## src/rtl/lfsr_burst_gen_if.sv

```systemverilog
// lfsr_burst_gen_if: control and data bundle of the LFSR burst generator.
// Master drives seed/burst controls; slave is the generator itself.
interface lfsr_burst_gen_if #(
    parameter int unsigned NUM_BITS = 16,
    parameter int unsigned LEN_BITS = 16
);
    logic                i_Enable;
    logic                i_Mode;
    logic                i_Start;
    logic [LEN_BITS-1:0] i_Burst_Len;
    logic                i_Seed_DV;
    logic [NUM_BITS-1:0] i_Seed_Data;
    logic [NUM_BITS-1:0] o_LFSR_Data;
    logic                o_LFSR_DV;
    logic                o_LFSR_Done;
    logic [NUM_BITS-1:0] o_Period_Cnt;
    logic                o_Busy;
    logic                o_Burst_Done;
    logic                o_Seed_Err;

    modport master (
        output i_Enable, i_Mode, i_Start, i_Burst_Len,
        output i_Seed_DV, i_Seed_Data,
        input  o_LFSR_Data, o_LFSR_DV, o_LFSR_Done,
        input  o_Period_Cnt, o_Busy, o_Burst_Done, o_Seed_Err
    );

    modport slave (
        input  i_Enable, i_Mode, i_Start, i_Burst_Len,
        input  i_Seed_DV, i_Seed_Data,
        output o_LFSR_Data, o_LFSR_DV, o_LFSR_Done,
        output o_Period_Cnt, o_Busy, o_Burst_Done, o_Seed_Err
    );
endinterface

```

## src/rtl/lfsr_burst_gen.sv

```systemverilog
// lfsr_burst_gen: Fibonacci XNOR LFSR with multi-step advance and bursts.
// Define LFSR_SEED_CHECK_EN to replace an all-ones seed with SEED_DEFAULT.
module lfsr_burst_gen #(
    parameter int unsigned         NUM_BITS     = 16,
    parameter logic [NUM_BITS-1:0] TAPS         = 16'hD008,
    parameter int unsigned         STEPS        = 1,
    parameter logic [NUM_BITS-1:0] SEED_DEFAULT = '0,
    parameter int unsigned         LEN_BITS     = 16
) (
    input logic                i_Clk,
    input logic                i_Rst_n,
    lfsr_burst_gen_if.slave    bus
);
    typedef enum logic [1:0] {
        S_IDLE,
        S_BURST,
        S_DONE
    } state_t;

    localparam logic [LEN_BITS-1:0] LEN_ONE = LEN_BITS'(1);
    localparam logic [NUM_BITS-1:0] CNT_ONE = NUM_BITS'(1);

    state_t              state_q, state_d;
    logic [NUM_BITS-1:0] lfsr_q, lfsr_d;
    logic [NUM_BITS-1:0] ref_q, ref_d;
    logic [NUM_BITS-1:0] cnt_q, cnt_d;
    logic [LEN_BITS-1:0] rem_q, rem_d;
    logic                dv_q, dv_d;
    logic                done_q, done_d;
    logic                serr_q, serr_d;
    logic [NUM_BITS-1:0] adv_val;
    logic [NUM_BITS-1:0] seed_val;
    logic                seed_bad;
    logic                adv;

`ifdef LFSR_SEED_CHECK_EN
    assign seed_bad = &bus.i_Seed_Data;
`else
    assign seed_bad = 1'b0;
`endif
    assign seed_val = seed_bad ? SEED_DEFAULT : bus.i_Seed_Data;

    // STEPS shift iterations unrolled into one combinational advance
    always_comb begin
        adv_val = lfsr_q;
        for (int i = 0; i < int'(STEPS); i++) begin
            adv_val = {adv_val[NUM_BITS-2:0], ~^(adv_val & TAPS)};
        end
    end

    // Seed load beats burst start, which beats a plain advance
    always_comb begin
        state_d = state_q;
        lfsr_d  = lfsr_q;
        ref_d   = ref_q;
        cnt_d   = cnt_q;
        rem_d   = rem_q;
        dv_d    = 1'b0;
        done_d  = 1'b0;
        serr_d  = 1'b0;
        adv     = 1'b0;
        if (bus.i_Seed_DV) begin
            lfsr_d  = seed_val;
            ref_d   = seed_val;
            cnt_d   = '0;
            serr_d  = seed_bad;
            state_d = S_IDLE;
        end else begin
            unique case (state_q)
                S_IDLE: begin
                    if (bus.i_Mode && bus.i_Start) begin
                        rem_d   = bus.i_Burst_Len;
                        state_d = (bus.i_Burst_Len == '0) ? S_DONE : S_BURST;
                    end else if (!bus.i_Mode && bus.i_Enable) begin
                        adv = 1'b1;
                    end
                end
                S_BURST: begin
                    if (bus.i_Enable) begin
                        adv   = 1'b1;
                        rem_d = rem_q - LEN_ONE;
                        if (rem_q == LEN_ONE) begin
                            state_d = S_DONE;
                        end
                    end
                end
                S_DONE: begin
                    state_d = S_IDLE;
                end
                default: begin
                    state_d = S_IDLE;
                end
            endcase
            if (adv) begin
                lfsr_d = adv_val;
                dv_d   = 1'b1;
                if (adv_val == ref_q) begin
                    done_d = 1'b1;
                    cnt_d  = '0;
                end else begin
                    cnt_d = cnt_q + CNT_ONE;
                end
            end
        end
    end

    // State, pattern and status registers
    always_ff @(posedge i_Clk or negedge i_Rst_n) begin
        if (!i_Rst_n) begin
            state_q <= S_IDLE;
            lfsr_q  <= SEED_DEFAULT;
            ref_q   <= SEED_DEFAULT;
            cnt_q   <= '0;
            rem_q   <= '0;
            dv_q    <= 1'b0;
            done_q  <= 1'b0;
            serr_q  <= 1'b0;
        end else begin
            state_q <= state_d;
            lfsr_q  <= lfsr_d;
            ref_q   <= ref_d;
            cnt_q   <= cnt_d;
            rem_q   <= rem_d;
            dv_q    <= dv_d;
            done_q  <= done_d;
            serr_q  <= serr_d;
        end
    end

    // Busy spans the burst and its completion cycle
    assign bus.o_LFSR_Data  = lfsr_q;
    assign bus.o_LFSR_DV    = dv_q;
    assign bus.o_LFSR_Done  = done_q;
    assign bus.o_Period_Cnt = cnt_q;
    assign bus.o_Busy       = (state_q != S_IDLE);
    assign bus.o_Burst_Done = (state_q == S_DONE);
    assign bus.o_Seed_Err   = serr_q;
endmodule

```

## src/flat_wrapper.sv

```systemverilog
// flat-port wrapper written by rule: the top's interface ports become plain ports
module lfsr_burst_gen_flat 
#(
    parameter int unsigned         NUM_BITS     = 16,
    parameter logic [NUM_BITS-1:0] TAPS         = 16'hD008,
    parameter int unsigned         STEPS        = 1,
    parameter logic [NUM_BITS-1:0] SEED_DEFAULT = '0,
    parameter int unsigned         LEN_BITS     = 16
)
  (i_Clk, i_Rst_n, bus_i_Enable, bus_i_Mode, bus_i_Start, bus_i_Burst_Len, bus_i_Seed_DV, bus_i_Seed_Data, bus_o_LFSR_Data, bus_o_LFSR_DV, bus_o_LFSR_Done, bus_o_Period_Cnt, bus_o_Busy, bus_o_Burst_Done, bus_o_Seed_Err);
  lfsr_burst_gen_if #(.NUM_BITS(NUM_BITS), .LEN_BITS(LEN_BITS)) bus_i ();
  input logic i_Clk;
  input logic i_Rst_n;
  input wire logic [$bits(bus_i.i_Enable)-1:0] bus_i_Enable;
  input wire logic [$bits(bus_i.i_Mode)-1:0] bus_i_Mode;
  input wire logic [$bits(bus_i.i_Start)-1:0] bus_i_Start;
  input wire logic [$bits(bus_i.i_Burst_Len)-1:0] bus_i_Burst_Len;
  input wire logic [$bits(bus_i.i_Seed_DV)-1:0] bus_i_Seed_DV;
  input wire logic [$bits(bus_i.i_Seed_Data)-1:0] bus_i_Seed_Data;
  output wire logic [$bits(bus_i.o_LFSR_Data)-1:0] bus_o_LFSR_Data;
  output wire logic [$bits(bus_i.o_LFSR_DV)-1:0] bus_o_LFSR_DV;
  output wire logic [$bits(bus_i.o_LFSR_Done)-1:0] bus_o_LFSR_Done;
  output wire logic [$bits(bus_i.o_Period_Cnt)-1:0] bus_o_Period_Cnt;
  output wire logic [$bits(bus_i.o_Busy)-1:0] bus_o_Busy;
  output wire logic [$bits(bus_i.o_Burst_Done)-1:0] bus_o_Burst_Done;
  output wire logic [$bits(bus_i.o_Seed_Err)-1:0] bus_o_Seed_Err;
  assign bus_i.i_Enable = bus_i_Enable;
  assign bus_i.i_Mode = bus_i_Mode;
  assign bus_i.i_Start = bus_i_Start;
  assign bus_i.i_Burst_Len = bus_i_Burst_Len;
  assign bus_i.i_Seed_DV = bus_i_Seed_DV;
  assign bus_i.i_Seed_Data = bus_i_Seed_Data;
  assign bus_o_LFSR_Data = bus_i.o_LFSR_Data;
  assign bus_o_LFSR_DV = bus_i.o_LFSR_DV;
  assign bus_o_LFSR_Done = bus_i.o_LFSR_Done;
  assign bus_o_Period_Cnt = bus_i.o_Period_Cnt;
  assign bus_o_Busy = bus_i.o_Busy;
  assign bus_o_Burst_Done = bus_i.o_Burst_Done;
  assign bus_o_Seed_Err = bus_i.o_Seed_Err;
  lfsr_burst_gen #(.NUM_BITS(NUM_BITS), .TAPS(TAPS), .STEPS(STEPS), .SEED_DEFAULT(SEED_DEFAULT), .LEN_BITS(LEN_BITS)) u_core (.i_Clk(i_Clk), .i_Rst_n(i_Rst_n), .bus(bus_i));
endmodule
```

## config.mk

```make
export PLATFORM = sky130hd
export DESIGN_NAME = lfsr_burst_gen_flat
export DESIGN_NICKNAME = d
export VERILOG_FILES = /design/src/rtl/lfsr_burst_gen_if.sv /design/src/rtl/lfsr_burst_gen.sv /design/src/flat_wrapper.sv
export SDC_FILE = /design/constraint.sdc
export NUM_CORES = 1
export LEC_CHECK = 0
export CORE_MARGIN = 5
export CORE_UTILIZATION = 48
export CTS_BUF_LIST = sky130_fd_sc_hd__clkbuf_4
export DETAILED_ROUTE_END_ITERATION = 10
export PLACE_DENSITY_LB_ADDON = 0.08
export RECOVER_POWER = 25
export SLEW_MARGIN = 20
export SYNTH_ARGS = -nofsm -noshare
export SYNTH_HDL_FRONTEND = slang
export SYNTH_SLANG_ARGS = --single-unit
```

## constraint.sdc

```tcl
create_clock -name i_Clk -period 2 [get_ports i_Clk]
set_clock_uncertainty 0.05 [all_clocks]
set_input_delay 0.4 -clock i_Clk [delete_from_list [all_inputs] [get_ports i_Clk]]
set_output_delay 0.4 -clock i_Clk [all_outputs]
set_load 0.01 [all_outputs]
```

# Word-level counts from Yosys, hierarchy flattened
# Index checks and enable logic that the tools add are counted.
[op_classes]
addsub = 2
n_eq_ne = 9
reduce_logical = 11
n_bitwise = 1
mux = 24
[op_table]
columns = ["op", "count"]
rows = [
  ["$mux W16", 7],
  ["$pmux W16 S2", 1],
  ["$add A16 B1 Y16 const B", 1],
  ["$eq A16 B1 Y1 const B", 1],
  ["$eq A16 B16 Y1", 1],
  ["$logic_not A16 Y1", 1],
  ["$reduce_xnor A16 Y1", 1],
  ["$sub A16 B1 Y16 const B", 1],
  ["$mux W2", 5],
  ["$mux W1", 9],
  ["$ne A3 B2 Y1 const B", 2],
  ["$reduce_bool A2 Y1", 3],
  ["$pmux W2 S2", 1],
  ["$reduce_and A4 Y1", 1],
  ["$ne A3 B3 Y1 const B", 1],
  ["$reduce_and A3 Y1", 1],
  ["$eq A2 B1 Y1 const B", 1],
  ["$eq A2 B2 Y1 const B", 1],
  ["$logic_and A1 B1 Y1", 2],
  ["$logic_not A2 Y1", 1],
  ["$ne A2 B1 Y1 const B", 1],
  ["$ne A2 B2 Y1 const B", 1],
  ["$pmux W1 S2", 1],
  ["$logic_not A1 Y1", 1],
  ["$not A1 Y1", 1],
]
[word_totals]
elab_cells = 54
inputBits = 38
out_inout_bits = 37
regBits = 68

# Logic depth before layout (Yosys ltp)
# Gate-level depths: netlist (run 1).
[depth]
ltp_word = 8
depth_mapped = 8
ltp_nobuf = 7

# Worst setup path after synthesis (run 1)
# No wires, ideal clock.
[synth_path]
kind = "reg2reg"
startpoint = "reg u_core.rem_q[0]"
endpoint = "reg u_core.rem_q[12]"
path_stages_with_launch = 9
setup_ps = 121
t_arrival_ps = 1894
t_required_ps = 1829
path_slack_ps = -65
period_less_slack_ps = 2065
n_path_buf = 1
path_cell_list = "dfrtp_1 -> inv_1 -> ha_1 -> or3b_4 -> or3_1 -> buf_6 -> nor3_4 -> a31oi_1 -> o22a_1"
[synth_via]
elab_chain_cells = 3
[synth_lines]
columns = ["item", "line", "rtl"]
rows = [
  ["start: declaration", "lfsr_burst_gen.sv:27", "logic [LEN_BITS-1:0] rem_q, rem_d;"],
  ["start signal: assignment", "lfsr_burst_gen.sv:123", "rem_q <= rem_d;"],
  ["$sub A16 B1 Y16", "lfsr_burst_gen.sv:81", "rem_d = rem_q - LEN_ONE;"],
  ["$mux W16", "lfsr_burst_gen.sv:79", "if (bus.i_Enable) begin"],
  ["$pmux W16 S2", "lfsr_burst_gen.sv:69", "unique case (state_q)"],
]
# Every way passes these cells. The select of a mux whose other input is x is not followed.
# A chain may end at the register's enable or synchronous reset.

# Worst setup path after layout (run 1)
# Ends and elaborated chain as after synthesis.

==> run summary, run 1 <==
Worst path required time: 2.25 ns
Die width: 95.42 um
Placer congestion estimate: 0.8180
Crit path max fanout: 6
Unrepaired setup endpoints after global routing: true
Clk sinks: 68
Most frequent cells after synthesis: 68 x dfrtp_1, 61 x nand2_1, 45 x o21ai_0, 26 x xnor2_1, 21 x inv_1
Startpoint Class: flop
Total gr overflow: 0
Final setup vio count: 0
Clk_lat worst skew: 0.39 ns
1st-iter DRT viols: 128
Die height: 95.42 um
Fmax: 506.3 MHz
Final Max Slew Viols: 0
CTS tree: yes
Synth Area per Inst: 9.003 um^2
Syn Std Cell Area: 3502 um^2
Number of synthesized flops with an enable pin: 0
First-pass GRT wire length: 14,370 um
P_leak: 0.001993 uW
Global Route Usage Sum: 20.32%
Synth Instances: 389
Die area: 9104 um^2
Fraction of registers with async set/reset: 100.0%
Initial antenna violation count: 0
CTS root buf: clkbuf_4
Multi-input gate area: 1684 um^2
# H-tree levels: 3
Met3 Wirelength: 483 um
Metal2 WL: 4370 um
Dominant synthesized flop cell: dfrtp_1
#FFs+latches synth: 68
Fillers: 618
Antenna cell count: 0
Routed Antenna Nets: 0
DRC errors left: 0
Hold Path Depth: 2
Pwr dens: 821.4 nW/um^2
Fraction of layout cells with a size suffix above 1: 13.16%
Final period utilization: 98.76%
Setup_tns: 0 ns
Port bufs: 73
WHS: 0.4926 ns
Core box area: 7176 um^2
Final Hold Fails: 0
Initial core utilization: 48.81%
Yosys cell types: 49
Max-Cap Viols: 0
Ports: 75
Critical path arrival: 2.23 ns
Worst-Margin Slew: 1.075 ns
Cells on worst reg2reg path: 7
Longest Clk Path Bufs: 2
Worst vdd ir: 0.0003996 V
Core Util, Final: 66.70%
Via density: 5.351
DRT Pass-1 Iters: 4
Syn-to-layout area delta: 36.66%
Largest net degree at the start of global routing: 31
Post-Syn Nets: 430
Register area: 1705 um^2
Minimum clock period: 1.975 ns
DP Wirelength: 6330 um
Vias in the first global route: 3,178
Drt wl/cell: 15.01 um
Synth area leaders: dfrtp_1 49%, nand2_1 6.5%, xnor2_1 6.5%
Min-Delay Path Class: reg2reg
Number of cell rows: 31
Status: finished clean
Num CTS Buffers: 9
Worst Setup Path Type: reg2reg
Leading area contributor after synthesis: dfrtp_1
Critical Path Sink Type: flop
Met1 wire length: 3946 um
Yosys Warn Count: 0
Final WL: 8902 um
Layout Nets: 530
Vias: 3,173
Top-count cell post-synth: dfrtp_1
Highest routed layer: met4
Synth top area share: 48.59%
Clk slew on worst S/H paths: 0.11 ns
Seq/Total Area, Yosys: 48.59%
Worst slew margin: 28.34%
[layout by cell type, fill, tap and decap left out, drive strengths merged, types with 7 or more instances in the layout]
master / netlist / final
a21oi: 20 / 20
a22oi: 18 / 18
buf: 5 / 33
clkbuf: 14 / 11
clkdlybuf4s50: 0 / 68
dfrtp: 68 / 68
inv: 21 / 21
nand2: 61 / 61
nand3: 10 / 10
nand4: 7 / 7
nor2: 20 / 20
nor3: 14 / 14
nor4: 10 / 10
o21ai: 45 / 45
xnor2: 26 / 26
xor2: 7 / 7
[routing by layer]
metal	vias up	track usage (%)
met4	0	6.991
met1	1506	25.90
met3	10	3.631
met2	91	34.75
met5	-	0
li1	1566	-
[timing repair]
| item | CTS | global route |
|---|---|---|
| hold buffers | 1 | 0 |
| setup endpoints to repair | 7 | 10 |
| setup buffers | 2 | 1 |
| gates cloned | 0 | 1 |
| pin swaps | 0 | 5 |
| hold endpoints to repair | 16 | 0 |
| resized for setup | 4 | 10 |
[path summary, 6_finish.rpt]
kind                                                  start                     endpoint  slack, ns
worst max-delay path                        u_core.rem_q[0]             u_core.rem_q[12]       0.02
worst min-delay path            u_core.bus.o_Period_Cnt[15]  u_core.bus.o_Period_Cnt[15]       0.49
worst max register to register              u_core.rem_q[0]             u_core.rem_q[12]       0.02
worst min register to register  u_core.bus.o_Period_Cnt[15]  u_core.bus.o_Period_Cnt[15]       0.49
max in group asynchronous                           i_Rst_n             u_core.ref_q[10]       0.35
min in group asynchronous                           i_Rst_n              u_core.rem_q[6]       0.65
[critical path, cell delays in order, from the launching register on]
cell and delay, ns:
dfrtp_1 0.41, inv_2 0.08, ha_4 0.13, or3b_4 0.37
or3_4 0.40, nor3_4 0.19, a31oi_1 0.10, o22a_1 0.16
[cell families after synthesis]
family | share of synthesized area [%]
AND/OR/NAND/NOR | 19.19
AO/OA/AOI/OAI | 17.61
flip-flops | 48.59
buffers and inverters | 4.859
XOR/XNOR | 8.253
adder cells (fa/ha/maj) | 1.072
other | 0.1071
multiplexers | 0.3215
[through the flow]
stage / total power [uW] / setup WS, ns / cell area (um^2) / cells
final: 3931 / 0.02473 / 4786 / 593
after CTS: 3907 / 0.007697 / 4736 / 591
after floorplan: 2362 / -0.03737 / 3511 / 389
after global placement: 2886 / -0.1269 / 4551 / 572
after detailed placement: 2911 / -0.1536 / 4551 / 572
after global routing: 4183 / -0.05091 / 4786 / 593
[sequential cells by signal, indices dropped and copies added, names as in the netlist]
signal,cells
u_core.bus.o_LFSR_Data,16
u_core.bus.o_Period_Cnt,16
u_core.ref_q,16
u_core.rem_q,16
u_core.state_q,2
u_core.bus.o_LFSR_DV,1
u_core.bus.o_LFSR_Done,1
[power by group]
part,switching [uW],internal (uW),total [uW]
registers,216,1580,1800
clock network,473,510,983
logic,565,585,1150
[final cells by class]
type / instances / area share (%)
clock inverters: 6 / 1.647
inverters: 22 / 1.725
well taps: 99 / 2.588
multi-input cells: 281 / 35.19
repair buffers: 107 / 21.65
flip-flops and latches: 68 / 35.63
clock buffers: 10 / 1.569
Power figures use the tool's default switching activity.
==> inputs of run 2 (changes only) <==
==> constraint.sdc (replaced) <==
create_clock -name i_Clk -period 2 [get_ports i_Clk]
set_clock_uncertainty 0.05 [all_clocks]
set_input_delay 0.4 -clock i_Clk [delete_from_list [all_inputs] [get_ports i_Clk]]
set_output_delay 0.4 -clock i_Clk [all_outputs]
set_load 0.02 [all_outputs]
==> run 2 against run 1 <==
Sequential share of layout area rose by 0.10 points. Combinational power about the same. Clock-buffer cell count stayed put. First-iteration DRC count decreased by 20%. Register-to-register slack is essentially flat. Critical path type unchanged. Sequential power is essentially flat. Die area did not move. Via count is 0.44% lower. Total power up 0.64%. Non-clock buffer count down 2. Fmax barely moved. Core utilization down 0.24 points. Largest power group unchanged.
==> run summary, run 2 (synthesis results as in run 1) <==
Most common cell after layout, fill and taps aside: dfrtp_1
Final Max Slew Viols: 0 (unchanged)
Drt wl/cell: 15.00 um (about the same)
Worst path required time: 2.25 ns (about the same)
Syn-to-layout area delta: 36.16%
Status: finished clean
Die width: 95.42 um (unchanged)
Vias in the first global route: 3,165 (-0.41%)
Startpoint Class: flop
Layout Nets: 528 (-0.38%)
Worst Setup Path Type: reg2reg
Power consumption: 3956 uW (+0.64%)
Finished Layout Cells: 591 (-0.34%)
1st-iter DRT viols: 103 (-20%)
Port bufs: 73 (unchanged)
Ports: 75 (unchanged)
Die area: 9104 um^2 (unchanged)
Critical path arrival: 2.22 ns (about the same)
Final setup vio count: 0 (unchanged)
# H-tree levels: 3 (unchanged)
Worst vdd ir: 0.0003994 V (about the same)
Worst slew margin: 28.25% (-0.090 points)
Setup_tns: 0 ns (unchanged)
Crit path max fanout: 6 (unchanged)
Num CTS Buffers: 9 (unchanged)
DP Wirelength: 6330 um (unchanged)
Routed Antenna Nets: 0 (unchanged)
Pwr dens: 829.7 nW/um^2 (+1.0%)
DRT Pass-1 Iters: 4 (unchanged)
Critical Path Sink Type: flop
First-pass GRT wire length: 14,340 um (-0.24%)
Final WL: 8864 um (-0.43%)
Vias: 3,159 (-0.44%)
Final period utilization: 98.85% (about the same)
Placer congestion estimate: 0.8180 (unchanged)
Initial antenna violation count: 0 (unchanged)
Most frequent cells in the layout: 66 x dfrtp_1, 61 x nand2_1, 61 x clkdlybuf4s50_1
CTS root buf: clkbuf_4
Clk slew on worst S/H paths: 0.11 ns (about the same)
Initial core utilization: 48.81% (unchanged)
Via density: 5.345 (-0.10%)
Minimum clock period: 1.977 ns (+0.001673 ns)
P_leak: 0.002037 uW (+2.2%)
Worst-Margin Slew: 1.076 ns (+0.001349 ns)
Fraction of layout cells with a size suffix above 1: 12.60% (-0.56 points)
Core Util, Final: 66.45% (-0.24 points)
Global Route Usage Sum: 20.23% (-0.084 points)
Critical path, cell by cell: inv_2 -> ha_4 -> or3b_4 -> or3_4 -> nor3_4 -> a31oi_1 -> o22a_1
WHS: 0.4927 ns (+0.0001070 ns)
Die height: 95.42 um (unchanged)
Number of cell rows: 31 (unchanged)
Unrepaired setup endpoints after global routing: true
Longest Clk Path Bufs: 2 (unchanged)
Clk_lat worst skew: 0.39 ns (about the same)
Fmax: 505.8 MHz (about the same)
Max-Cap Viols: 0 (unchanged)
CTS tree: yes
Min-Delay Path Class: reg2reg
Slowest library cell on the worst path: dfrtp_1
Antenna cell count: 0 (unchanged)
Total gr overflow: 0 (unchanged)
DRC errors left: 0 (unchanged)
Core box area: 7176 um^2 (unchanged)
Final Hold Fails: 0 (unchanged)
Inst Count DP: 572 (unchanged)
Clk sinks: 68 (unchanged)
Largest net degree at the start of global routing: 31 (unchanged)
Slowest Stage Delay on Critical Path: 0.41 ns (about the same)
run 2: critical path, delay by kind of cell (launching register included):
family,cells,cell delay (ns)
buffers and inverters,1,0.08
flip-flops,1,0.41
AND/OR/NAND/NOR,3,0.96
adder cells (fa/ha/maj),1,0.13
AO/OA/AOI/OAI,2,0.26
run 2: worst paths after layout:
check | startpoint | endpoint | slack (ns) | cells after the start
max in group asynchronous | i_Rst_n | u_core.ref_q[10] | 0.35 | 3
worst min-delay path | u_core.bus.o_Period_Cnt[15] | u_core.bus.o_Period_Cnt[15] | 0.49 | 2
worst max register to register | u_core.rem_q[0] | u_core.rem_q[12] | 0.02 | 7
worst min register to register | u_core.bus.o_Period_Cnt[15] | u_core.bus.o_Period_Cnt[15] | 0.49 | 2
min in group asynchronous | i_Rst_n | u_core.rem_q[6] | 0.65 | 2
worst max-delay path | u_core.rem_q[0] | u_core.rem_q[12] | 0.02 | 7
run 2: cell type report:
class	instances	area, um^2
Fill cell	614	2407
Sequential cell	68	1704
Multi-Input combinational cell	281	1684
Timing Repair Buffer	105	1020
Tap cell	99	123.9
Inverter	22	82.58
Clock inverter	6	78.83
Clock buffer	10	75.07
run 2: layer usage:
| layer | wire, um | track usage [%] |
|---|---|---|
| met2 | 4336 | 34.58 |
| met3 | 434 | 3.631 |
| met5 | 0 | 0 |
| met4 | 104 | 6.991 |
| met1 | 3989 | 25.80 |
run 2: per-stage QoR:
stage,cell area [um^2],setup WS (ns)
2_1_floorplan,3511,-0.03737
3_3_place_gp,4551,-0.1269
3_5_place_dp,4551,-0.1536
4_1_cts,4715,0.004599
5_1_grt,4768,-0.05091
6_report,4768,0.02306
run 2: what timing repair did:
action / in CTS / in global routing
pin swaps: 0 / 5
hold buffers: 1 / 0
endpoints found under the hold margin: 16 / 0
cloned: 0 / 1
gates resized for setup: 9 / 11
buffers inserted: 0 / 1
setup endpoints to repair: 11 / 11
run 2: power breakdown:
group	leakage, uW	internal [uW]	switching [uW]	total, uW
Combinational	0.00111	574	596	1170
Sequential	0.000850	1580	223	1800
Clock	0.0000791	510	472	982
